`src/rtl/intr_ctrl.sv`:
```
// Interrupt / launch controller: edge-detected requests, pulse
// sequencing to the processor and a watchdog on the acknowledge.
module intr_ctrl (
    input  logic       clk,
    input  logic       resetN,
    input  logic       StartReq,
    input  logic [3:0] irqReq,
    input  logic [3:0] irqMask,
    input  logic       StageComplete,
    output logic       StartEverything,
    output logic       interrupt,
    output logic [1:0] irqVector,
    output logic [3:0] irqPending,
    output logic       busy,
    output logic       timeoutErr
);

    typedef enum logic [1:0] {
        IDLE,
        START_PULSE,
        IRQ_PULSE,
        WAIT_ACK
    } state_t;

    state_t     state;
    logic       start_prev;
    logic [3:0] irq_prev;
    logic       start_pending;
    logic       pulse_cnt;
    logic       is_irq;
    logic [7:0] wd;

    logic       start_edge;
    logic [3:0] irq_edge;
    logic [3:0] ready;
    logic [3:0] clr;
    logic [1:0] next_vec;
    logic       start_take;

    always_comb begin
        start_edge = StartReq & ~start_prev;
        irq_edge   = irqReq & ~irq_prev;
        ready      = irqPending & irqMask;
        start_take = (state == IDLE) && start_pending;
        clr        = 4'b0000;
        if (state == WAIT_ACK && StageComplete && is_irq)
            clr = 4'b0001 << irqVector;
        // lowest index wins
        next_vec = 2'd0;
        if (ready[0])      next_vec = 2'd0;
        else if (ready[1]) next_vec = 2'd1;
        else if (ready[2]) next_vec = 2'd2;
        else if (ready[3]) next_vec = 2'd3;
    end

    assign busy = (state != IDLE);

    always_ff @(posedge clk) begin
        if (!resetN) begin
            state           <= IDLE;
            start_prev      <= 1'b0;
            irq_prev        <= 4'b0000;
            start_pending   <= 1'b0;
            irqPending      <= 4'b0000;
            irqVector       <= 2'd0;
            StartEverything <= 1'b0;
            interrupt       <= 1'b0;
            timeoutErr      <= 1'b0;
            pulse_cnt       <= 1'b0;
            is_irq          <= 1'b0;
            wd              <= 8'd0;
        end else begin
            start_prev    <= StartReq;
            irq_prev      <= irqReq;
            irqPending    <= (irqPending & ~clr) | irq_edge;
            start_pending <= start_edge | (start_pending & ~start_take);
            case (state)
                IDLE: begin
                    if (start_pending) begin
                        state           <= START_PULSE;
                        StartEverything <= 1'b1;
                        is_irq          <= 1'b0;
                        pulse_cnt       <= 1'b0;
                    end else if (|ready) begin
                        state     <= IRQ_PULSE;
                        interrupt <= 1'b1;
                        irqVector <= next_vec;
                        is_irq    <= 1'b1;
                        pulse_cnt <= 1'b0;
                    end
                end
                START_PULSE: begin
                    if (pulse_cnt) begin
                        StartEverything <= 1'b0;
                        state           <= WAIT_ACK;
                        wd              <= 8'd0;
                    end else begin
                        pulse_cnt <= 1'b1;
                    end
                end
                IRQ_PULSE: begin
                    if (pulse_cnt) begin
                        interrupt <= 1'b0;
                        state     <= WAIT_ACK;
                        wd        <= 8'd0;
                    end else begin
                        pulse_cnt <= 1'b1;
                    end
                end
                WAIT_ACK: begin
                    if (StageComplete) begin
                        state <= IDLE;
                    end else begin
                        wd <= wd + 8'd1;
                        // counter hits 255 on this edge: give up, keep pending
                        if (wd == 8'd254) begin
                            timeoutErr <= 1'b1;
                            state      <= IDLE;
                        end
                    end
                end
                default: state <= IDLE;
            endcase
        end
    end

endmodule

```
`config.mk`:
```
export PLATFORM = sky130hd
export DESIGN_NAME = intr_ctrl
export DESIGN_NICKNAME = d
export VERILOG_FILES = /design/src/rtl/intr_ctrl.sv
export SDC_FILE = /design/constraint.sdc
export NUM_CORES = 1
export LEC_CHECK = 0
export ABC_AREA = 1
export BUFFER_PORTS_ARGS = -buffer_cell sky130_fd_sc_hd__buf_2
export CAP_MARGIN = 30
export CORE_MARGIN = 1
export CORE_UTILIZATION = 30
export DETAILED_ROUTE_END_ITERATION = 8
export SYNTH_ARGS = -nofsm -noshare
export SYNTH_HDL_FRONTEND = slang
export SYNTH_SLANG_ARGS = --single-unit
export TNS_END_PERCENT = 30
```
`constraint.sdc`:
```
create_clock -name clk -period 2.3 [get_ports clk]
set_clock_uncertainty 0.15 [all_clocks]
set_input_delay 0.575 -clock clk [delete_from_list [all_inputs] [get_ports clk]]
set_output_delay 0.575 -clock clk [all_outputs]
set_load 0.02 [all_outputs]
```
==> metrics, run 1 <==
share of the synthesized area in the top cell type=0.390; Post-synth ARST share=0; clk_lat worst skew=0.28 ns; Post-Syn Nets=201; gr usage total=0.110; Sequential Power Share=0.383; crit-path max FO=4; Post CTS Setup Buffer Count=0; worst-case reg-to-reg path depth=12; crit start category=flop; crit path time final=2.03 ns; Die H=70.0 µm; GR Overflow Total=0; routed wire length=2460 µm; status=complete, no violations; RSZ-0062 raised after global routing=false; vias in the first global route=993; dpl hpwl=1930 µm; CTS root buffer=clkbuf_8; CP required=1.57 ns; Mapped Cells=181; Antenna Cells=0; Distinct cells, synth=27; slew at the pin with the worst max-slew slack=0.339 ns; combinational power share=0.446; DRC viols=0; Clock Sink Count=27; share of cells above drive strength 1=0.225; Synth Cell Area=1390 µm²; CTS Buf Count=3; core area=4380 µm²; Slew Viols, Final=0; mean number of vias per cell=4.37; yosys warns=0; Post-CTS Resized=0; Post-CTS Hold Fix Bufs=0; hold path depth=1; Pint=913 µW; Post-Syn Area per Cell=7.66 µm²; CTS clock-pin slew for the worst setup and hold paths=0.09 ns; first-pass GRT wire length=4250 µm; Crit path arrival time=1.31 ns; cell taking the most area after synthesis=dfxtp_1; DRT Pass-1 Iters=5; FMAX=492 MHz; dominant cells by area after synthesis=dfxtp_1 (39%), nand2_1 (10%), ha_1 (7.2%); Sw Pwr=670 µW; vias=1118; Antenna Nets Post-Route=0; Max IR drop VDD=307 µV; post-layout util=0.363; Clock power frac=0.171; Chip Width=70.0 µm; final period utilization=0.884; Placement Cell Area=1550 µm²; kind of critical path=flop to output pin; Sw Ratio=0.423; TritonCTS clock tree=built; worst-case clock buffer depth=2; largest net degree at the start of global routing=17; setup_tns=0 ns; endpoints failing setup=0; FP Rows=24; PwrDens=993 nW/µm²; worst hold path class=flop to flop; io pins=22; Yosys reg bits=27; H-tree depth=1; area grow syn2layout=14.9%; Final Instance Area=1590 µm²; Top FF cell, synth=dfxtp_1; initial antenna violation count=0; GPL Wtd Cong=0.782; Starting Density=0.316; MaxCap Viol Count=0; Post-synth EDFFs=0; CP endpoint kind=output pin; Slew headroom=0.774; port bufs=21; sequential fraction of the synthesis area=0.390; drt wl/cell=9.60 µm; Final nets=225; initial DRC count=34; die area=4900 µm²; Final Hold Fails=0; Lkg Pwr=0.761 nW
state kept, by name (all words and copies together) (netlist names):
register         cells
start_prev           1
wd                   8
irqPending           4
StartEverything      1
is_irq               1
interrupt            1
timeoutErr           1
start_pending        1
state                2
irqVector            2
irq_prev             4
pulse_cnt            1
routing by layer:
layer  part of all wire  up-vias  track usage
met3              0.034        4       0.0260
li1                   -      619            -
met4              0.023        0       0.0600
met2               0.40       17        0.159
met1               0.54      478        0.151
met5                  0        -            0
cell usage in the layout, fill, tap and decap left out, drive strengths merged:
cell type | Yosys | layout
nand4 | 3 | 3
buf | 1 | 21
a211oi | 4 | 4
o21ai | 10 | 10
a21oi | 11 | 11
nand2 | 46 | 46
nor3 | 2 | 2
o21bai | 2 | 2
nand3 | 16 | 16
o21a | 1 | 1
ha | 8 | 8
clkinv | 0 | 1
clkbuf | 1 | 3
nor2 | 18 | 18
inv | 30 | 30
and2 | 1 | 1
dfxtp | 27 | 27
worst max-delay path, cell delays in order, from the launching register on:
cell and delay [ns]:
dfxtp_1 0.39, inv_1 0.11, ha_1 0.23, inv_1 0.12, buf_2 0.18
cell families after synthesis:
family | share of synthesized area
AOI/OAI and AO/OA | 0.114
adders and majority gates | 0.0722
buffers and inverters | 0.0902
DFF | 0.390
and+or+nand+nor | 0.334
cell usage after synthesis (2+ instances only):
master	instances
nand2_1	37
nand4_1	3
ha_1	8
o21ai_0	9
nand3_1	14
nor2_1	14
nand2_2	5
inv_1	26
dfxtp_1	27
nor2_4	2
nand2_4	4
inv_2	3
a21oi_1	11
a211oi_1	4
o21bai_1	2
metrics by stage:
step / power [mW] / std cells / worst slack, ns / hold WS (ns)
after floorplan: 1.19 / 181 / 0.636 / 0.249
after global placement: 1.33 / 252 / 0.548 / 0.251
after detailed placement: 1.33 / 252 / 0.510 / 0.258
after CTS: 1.60 / 256 / 0.250 / 0.272
after global routing: 1.71 / 256 / 0.177 / 0.278
final: 1.58 / 256 / 0.266 / 0.268
power by group through the flow:
| stage | clock [mW] | sequential (mW) | combinational, mW |
|---|---|---|---|
| 6_report | 0.270 | 0.607 | 0.705 |
| 5_1_grt | 0.301 | 0.617 | 0.792 |
| 4_1_cts | 0.284 | 0.607 | 0.711 |
| 3_5_place_dp | 0 | 0.618 | 0.709 |
| 3_3_place_gp | 0 | 0.616 | 0.710 |
| 2_1_floorplan | 0 | 0.632 | 0.555 |
cell type report:
type	instances	area, µm²
Sequential cell	27	541
Tap cell	52	65.1
Inverter	30	115
Fill cell	481	2790
Timing Repair Buffer	21	105
Clock buffer	3	41.3
Clock inverter	1	5.00
Multi-Input combinational cell	122	721
path summary, 6_finish.rpt:
check	from	to	slack, ns
setup / recovery	state[0]$_SDFFE_PN0P_	busy	0.27
hold / removal	irq_prev[2]$_SDFF_PN0_	irqPending[2]$_SDFF_PN0_	0.27
setup reg to reg	state[0]$_SDFFE_PN0P_	wd[7]$_SDFFE_PN0P_	0.52
hold reg to reg	irq_prev[2]$_SDFF_PN0_	irqPending[2]$_SDFF_PN0_	0.27
No activity file was read; power rests on OpenSTA's default activity.
==> inputs of run 2 (changes only) <==
Settings changed: CORE_UTILIZATION 30 to 45, CTS_BUF_LIST set to sky130_fd_sc_hd__clkbuf_16, PLACE_DENSITY set to 0.66.
==> metrics, run 2 (same netlist as run 1, synthesis figures left out) <==
area grow syn2layout=15.3%; vias=1171 (+4.7%); Slew Viols, Final=0 (unchanged); io pins=22 (unchanged); Worst R2R End=wd[7]$_SDFFE_PN0P_; Crit path arrival time=1.31 ns (about the same); FMAX=492 MHz (about the same); Worst R2R Start=state[0]$_SDFFE_PN0P_; PwrDens=1080 nW/µm² (+8.4%); Final nets=225 (unchanged); violated checks=design-rule violations; Clock Sink Count=27 (unchanged); drt wl/cell=11.3 µm (+18%); FP Rows=19 (-21%); GR Overflow Total=0 (unchanged); RSZ-0062 raised after global routing=false; Lkg Pwr=0.778 nW (+2.2%); most frequent cells in the layout=nand2_1 (37), dfxtp_1 (27), inv_1 (27), buf_2 (21); Post-Place Cells=231 (-8.3%); Slew headroom=0.777 (+0.00298); Setup crit end=busy; CP required=1.57 ns (about the same); crit path time final=2.03 ns (-0.00193 ns); max FFs per register=8 (unchanged); final worst slack=0.268 ns (+0.00193 ns); post-layout util=0.565 (+0.202); crit-path max FO=4 (unchanged); CP endpoint kind=output pin; Starting Density=0.490 (+0.174); initial antenna violation count=0 (unchanged); routed wire length=2650 µm (+7.9%); TritonCTS clock tree=built; Chip Width=57.5 µm (-18%); H-tree depth=1 (unchanged); gr usage total=0.185 (+0.0749); port bufs=21 (unchanged); worst-case reg-to-reg path depth=12 (unchanged); first-pass GRT wire length=4850 µm (+14%); die area=3310 µm² (-32%); MaxCap Viol Count=0 (unchanged); endpoints failing setup=0 (unchanged); GPL Wtd Cong=0.805 (+2.9%); total power=1.72 mW (+8.8%); Post-CTS Hold Fix Bufs=0 (unchanged); setup_tns=0 ns (unchanged); status=finished with violations; slew at the pin with the worst max-slew slack=0.334 ns (-0.00448 ns); mean number of vias per cell=4.98 (+14%); dpl hpwl=2100 µm (+9.3%); CTS Buf Count=3 (unchanged); CP startpoint=state[0]$_SDFFE_PN0P_; Max IR drop VDD=439 µV (+43%); largest net degree at the start of global routing=17 (unchanged); most common cell after layout, fill and taps aside=nand2_1; CTS root buffer=clkbuf_16; initial DRC count=33 (-2.9%); Post CTS Setup Buffer Count=0 (unchanged); vias in the first global route=1135 (+14%); crit start category=flop; R2R Setup Slk=0.49 ns (-0.03 ns); hold_sp=start_prev$_SDFF_PN0_; largest registers in the final layout=wd (8), irqPending (4), irq_prev (4); CTS clock-pin slew for the worst setup and hold paths=0.06 ns (-0.03 ns); worst hold path class=flop to flop; share of cells above drive strength 1=0.221 (-0.00490); worst slack, placed=0.509 ns (-0.000962 ns); core area=2830 µm² (-35%); final period utilization=0.883 (about the same); Largest Register=wd; kind of critical path=flop to output pin; fin cells=235 (-8.2%); Post-CTS Resized=0 (unchanged); DRT Pass-1 Iters=6 (+1); Final Hold Fails=0 (unchanged); Die H=57.5 µm (-18%); Antenna Cells=0 (unchanged); worst-case clock buffer depth=2 (unchanged); DRC viols=1 (+1); clk_lat worst skew=0.26 ns (-0.02 ns); Antenna Nets Post-Route=0 (unchanged)
[run 2: report_power, final]
group	internal (mW)	switching (mW)	leakage (nW)
clock	0.233	0.155	0.0423
combinational	0.253	0.473	0.513
sequential	0.542	0.0651	0.222
total	1.03	0.694	0.778
[run 2: per-layer routing]
metal | vias to the layer above | global-route usage | share of wire
li1 | 624 | - | -
met1 | 516 | 0.244 | 0.49
met2 | 27 | 0.304 | 0.46
met3 | 4 | 0.0363 | 0.041
met4 | 0 | 0.0592 | 0.0079
met5 | - | 0 | 0
[run 2: metrics by stage]
| stage | hold WS (ns) | cell area [µm²] |
|---|---|---|
| final | 0.270 | 1600 |
| after global routing | 0.293 | 1600 |
| after CTS | 0.276 | 1600 |
| after detailed placement | 0.265 | 1520 |
| after global placement | 0.253 | 1520 |
| after floorplan | 0.249 | 1390 |
[run 2: worst min-delay path by stage]
stage	slack [ns]	cells after the start	end
5_1_grt	0.29	1	irqPending[3]$_SDFF_PN0_
2_1_floorplan	0.25	1	irqPending[0]$_SDFF_PN0_
4_1_cts	0.28	1	irqPending[3]$_SDFF_PN0_
3_5_place_dp	0.27	1	irqPending[2]$_SDFF_PN0_
6_report	0.27	1	start_pending$_SDFF_PN0_
3_3_place_gp	0.25	1	start_pending$_SDFF_PN0_
[run 2: area by class of cell]
cell class                      count  area (µm²)
Fill cell                         251        1230
Tap cell                           31        38.8
Clock inverter                      1        3.75
Timing Repair Buffer               21         105
Sequential cell                    27         541
Inverter                           30         115
Clock buffer                        3        75.1
Multi-Input combinational cell    122         721
[run 2: worst max-delay path: stages (launching register included)]
cell and delay (ns):
dfxtp_1 0.39, inv_1 0.11, ha_1 0.25, inv_1 0.12, buf_2 0.18
==> inputs of run 3 (changes only) <==
Settings changed: ABC_AREA 1 to 0.
==> metrics, run 3 <==
CP delay by family, top=simple AND/OR/NAND/NOR gates; crit path time final=2.06 ns (+0.0280 ns); most common cell in the synthesized netlist=dfxtp_1; core area=2730 µm² (-3.4%); Post-CTS Resized=0 (unchanged); final worst slack=0.240 ns (-0.0280 ns); first-pass GRT wire length=4230 µm (-13%); Yosys reg bits=27 (unchanged); crit start category=flop; largest registers in the final layout=wd (8), irqPending (4), irq_prev (4); Post-CTS Hold Fix Bufs=0 (unchanged); endpoints failing setup=0 (unchanged); CTS Buf Count=3 (unchanged); Sw Ratio=0.361 (-0.0419); CP max-delay cell=or4_1; crit-path max FO=6 (+2); Post-Syn Area per Cell=8.85 µm² (+16%); io pins=22 (unchanged); Sw Pwr=573 µW (-17%); Max IR drop VDD=542 µV (+24%); RSZ-0062 raised after global routing=false; worst hold path class=flop to flop; CTS root buffer=clkbuf_16; number of cells on the critical path=6 (+2); vias in the first global route=1014 (-11%); Post-synth ARST share=0 (unchanged); setup_tns=0 ns (unchanged); DRC viols=0 (-1); Final Instance Area=1500 µm² (-6.0%); FMAX=485 MHz (-1.4%); Die H=55.4 µm (-3.6%); combinational power share=0.366 (-0.056); most frequent cells in the layout=dfxtp_1 (27), buf_2 (21), a21oi_1 (14), nand2_1 (13), inv_1 (11); Post CTS Setup Buffer Count=0 (unchanged); Pint=1.01 mW (-1.3%); Multi-input gate area=694 µm² (-3.6%); hold path depth=1 (unchanged); Slew Viols, Final=0 (unchanged); Sequential Area=541 µm² (unchanged); Antenna Nets Post-Route=0 (unchanged); DRT Pass-1 Iters=4 (-2); dominant cells by area after synthesis=dfxtp_1 (42%), ha_1 (7.8%), a21oi_1 (5.5%); total power=1.59 mW (-7.8%); dpl hpwl=1880 µm (-11%); PwrDens=1060 nW/µm² (-1.9%); Mapped Cells=145 (-20%); worst-case clock buffer depth=2 (unchanged); GR Overflow Total=0 (unchanged); slew at the pin with the worst max-slew slack=0.366 ns (+0.0320 ns); Post-synth top cells=dfxtp_1 (27), a21oi_1 (14), nand2_1 (13); initial antenna violation count=0 (unchanged); CTS clock-pin slew for the worst setup and hold paths=0.06 ns (about the same); MaxCap Viol Count=0 (unchanged); kind of critical path=flop to flop; Chip Width=55.4 µm (-3.6%); Top FF cell, synth=dfxtp_1; port bufs=21 (unchanged); slowest stage delay, CP=0.48 ns (+0.09 ns); area grow syn2layout=17.1%; Crit path arrival time=2.11 ns (+0.80 ns); gr usage total=0.173 (-0.0119); Sequential Power Share=0.389 (+0.036); share of cells above drive strength 1=0.183 (-0.0372); yosys warns=0 (unchanged); die area=3070 µm² (-7.2%); Slew headroom=0.756 (-0.0213); Final nets=190 (-16%); Buf/Inv on CP=1 (-2); Final Hold Fails=0 (unchanged); Post-synth EDFFs=0 (unchanged); CP endpoint kind=flop; largest net degree at the start of global routing=15 (-2); Clock Sink Count=27 (unchanged); Lkg Pwr=0.620 nW (-20%); fill cell count=254 (+1.2%); worst slack, placed=0.240 ns (-0.269 ns); worst path cell trace=inv_1, ha_1, or2b_4, nand4b_4, or4_1, a21oi_1; mean number of vias per cell=5.38 (+7.9%); worst-case reg-to-reg path depth=6 (-6); clk_lat worst skew=0.26 ns (about the same); Post-Syn Nets=165 (-18%); Starting Density=0.470 (-0.0205); drt wl/cell=12.3 µm (+9.1%); CP required=2.35 ns (+0.78 ns); Clock power frac=0.245 (+0.020); Synth Cell Area=1280 µm² (-7.4%); initial DRC count=47 (+42%); Placement Cell Area=1420 µm² (-6.3%); sequential fraction of the synthesis area=0.421 (+0.0312); Antenna Cells=0 (unchanged); Hold Slack=0.309 ns (+0.0394 ns); H-tree depth=1 (unchanged); status=complete, no violations; Distinct cells, synth=34 (+26%); most common cell after layout, fill and taps aside=dfxtp_1; max FFs per register=8 (unchanged); final period utilization=0.896 (+0.0122); Largest Register=wd; TritonCTS clock tree=built; FP Rows=19 (unchanged); vias=1075 (-8.2%); cell taking the most area after synthesis=dfxtp_1; routed wire length=2460 µm (-7.2%); GPL Wtd Cong=0.852 (+5.8%); share of the synthesized area in the top cell type=0.421 (+0.0312)
==> run 3: cell type report <==
type                       instances  share of cell area
tap                               31              0.0258
sequential                        27               0.360
multi-input combinational        105               0.462
clock inverter                     1             0.00250
clock buffer                       3              0.0500
timing repair buffer              21              0.0699
inverter                          12              0.0300
==> run 3: cells by family (layout without fill, tap and decap cells) <==
group	after synthesis	after routing	synth area share
buffers and inverters	13	37	0.0380
muxes	2	2	0.0156
xor gates and xnor gates	2	2	0.0136
adders and majority gates	8	8	0.0780
DFF	27	27	0.421
AOI/OAI and AO/OA	42	42	0.213
and+or+nand+nor	51	51	0.220
==> run 3: worst paths after layout <==
kind,slack (ns),to,startpoint
worst max register to register,0.24,wd[7]$_SDFFE_PN0P_,state[0]$_SDFFE_PN0P_
worst min-delay path,0.31,timeoutErr$_SDFFE_PN0P_,timeoutErr$_SDFFE_PN0P_
worst min register to register,0.31,timeoutErr$_SDFFE_PN0P_,timeoutErr$_SDFFE_PN0P_
worst max-delay path,0.24,wd[7]$_SDFFE_PN0P_,state[0]$_SDFFE_PN0P_
==> run 3: power groups by stage <==
stage / Combinational [mW] / Sequential [mW] / Clock (mW)
finish: 0.581 / 0.617 / 0.389
detailed placement: 0.583 / 0.627 / 0
global route: 0.650 / 0.628 / 0.412
floorplan: 0.427 / 0.641 / 0
global placement: 0.573 / 0.620 / 0
CTS: 0.585 / 0.616 / 0.399
==> run 3: metal layers <==
| metal | vias to the layer above | GRT usage | routed length, µm |
|---|---|---|---|
| li1 | 563 | - | - |
| met1 | 483 | 0.210 | 1190 |
| met2 | 24 | 0.289 | 1110 |
| met3 | 5 | 0.0445 | 109 |
| met4 | 0 | 0.0750 | 51 |
| met5 | - | 0 | 0 |
==> run 3: per-stage QoR <==
step	utilization	cells
after floorplan	-	145
after global placement	0.521	196
after detailed placement	0.521	196
after CTS	0.550	200
after global routing	0.550	200
final	0.550	200
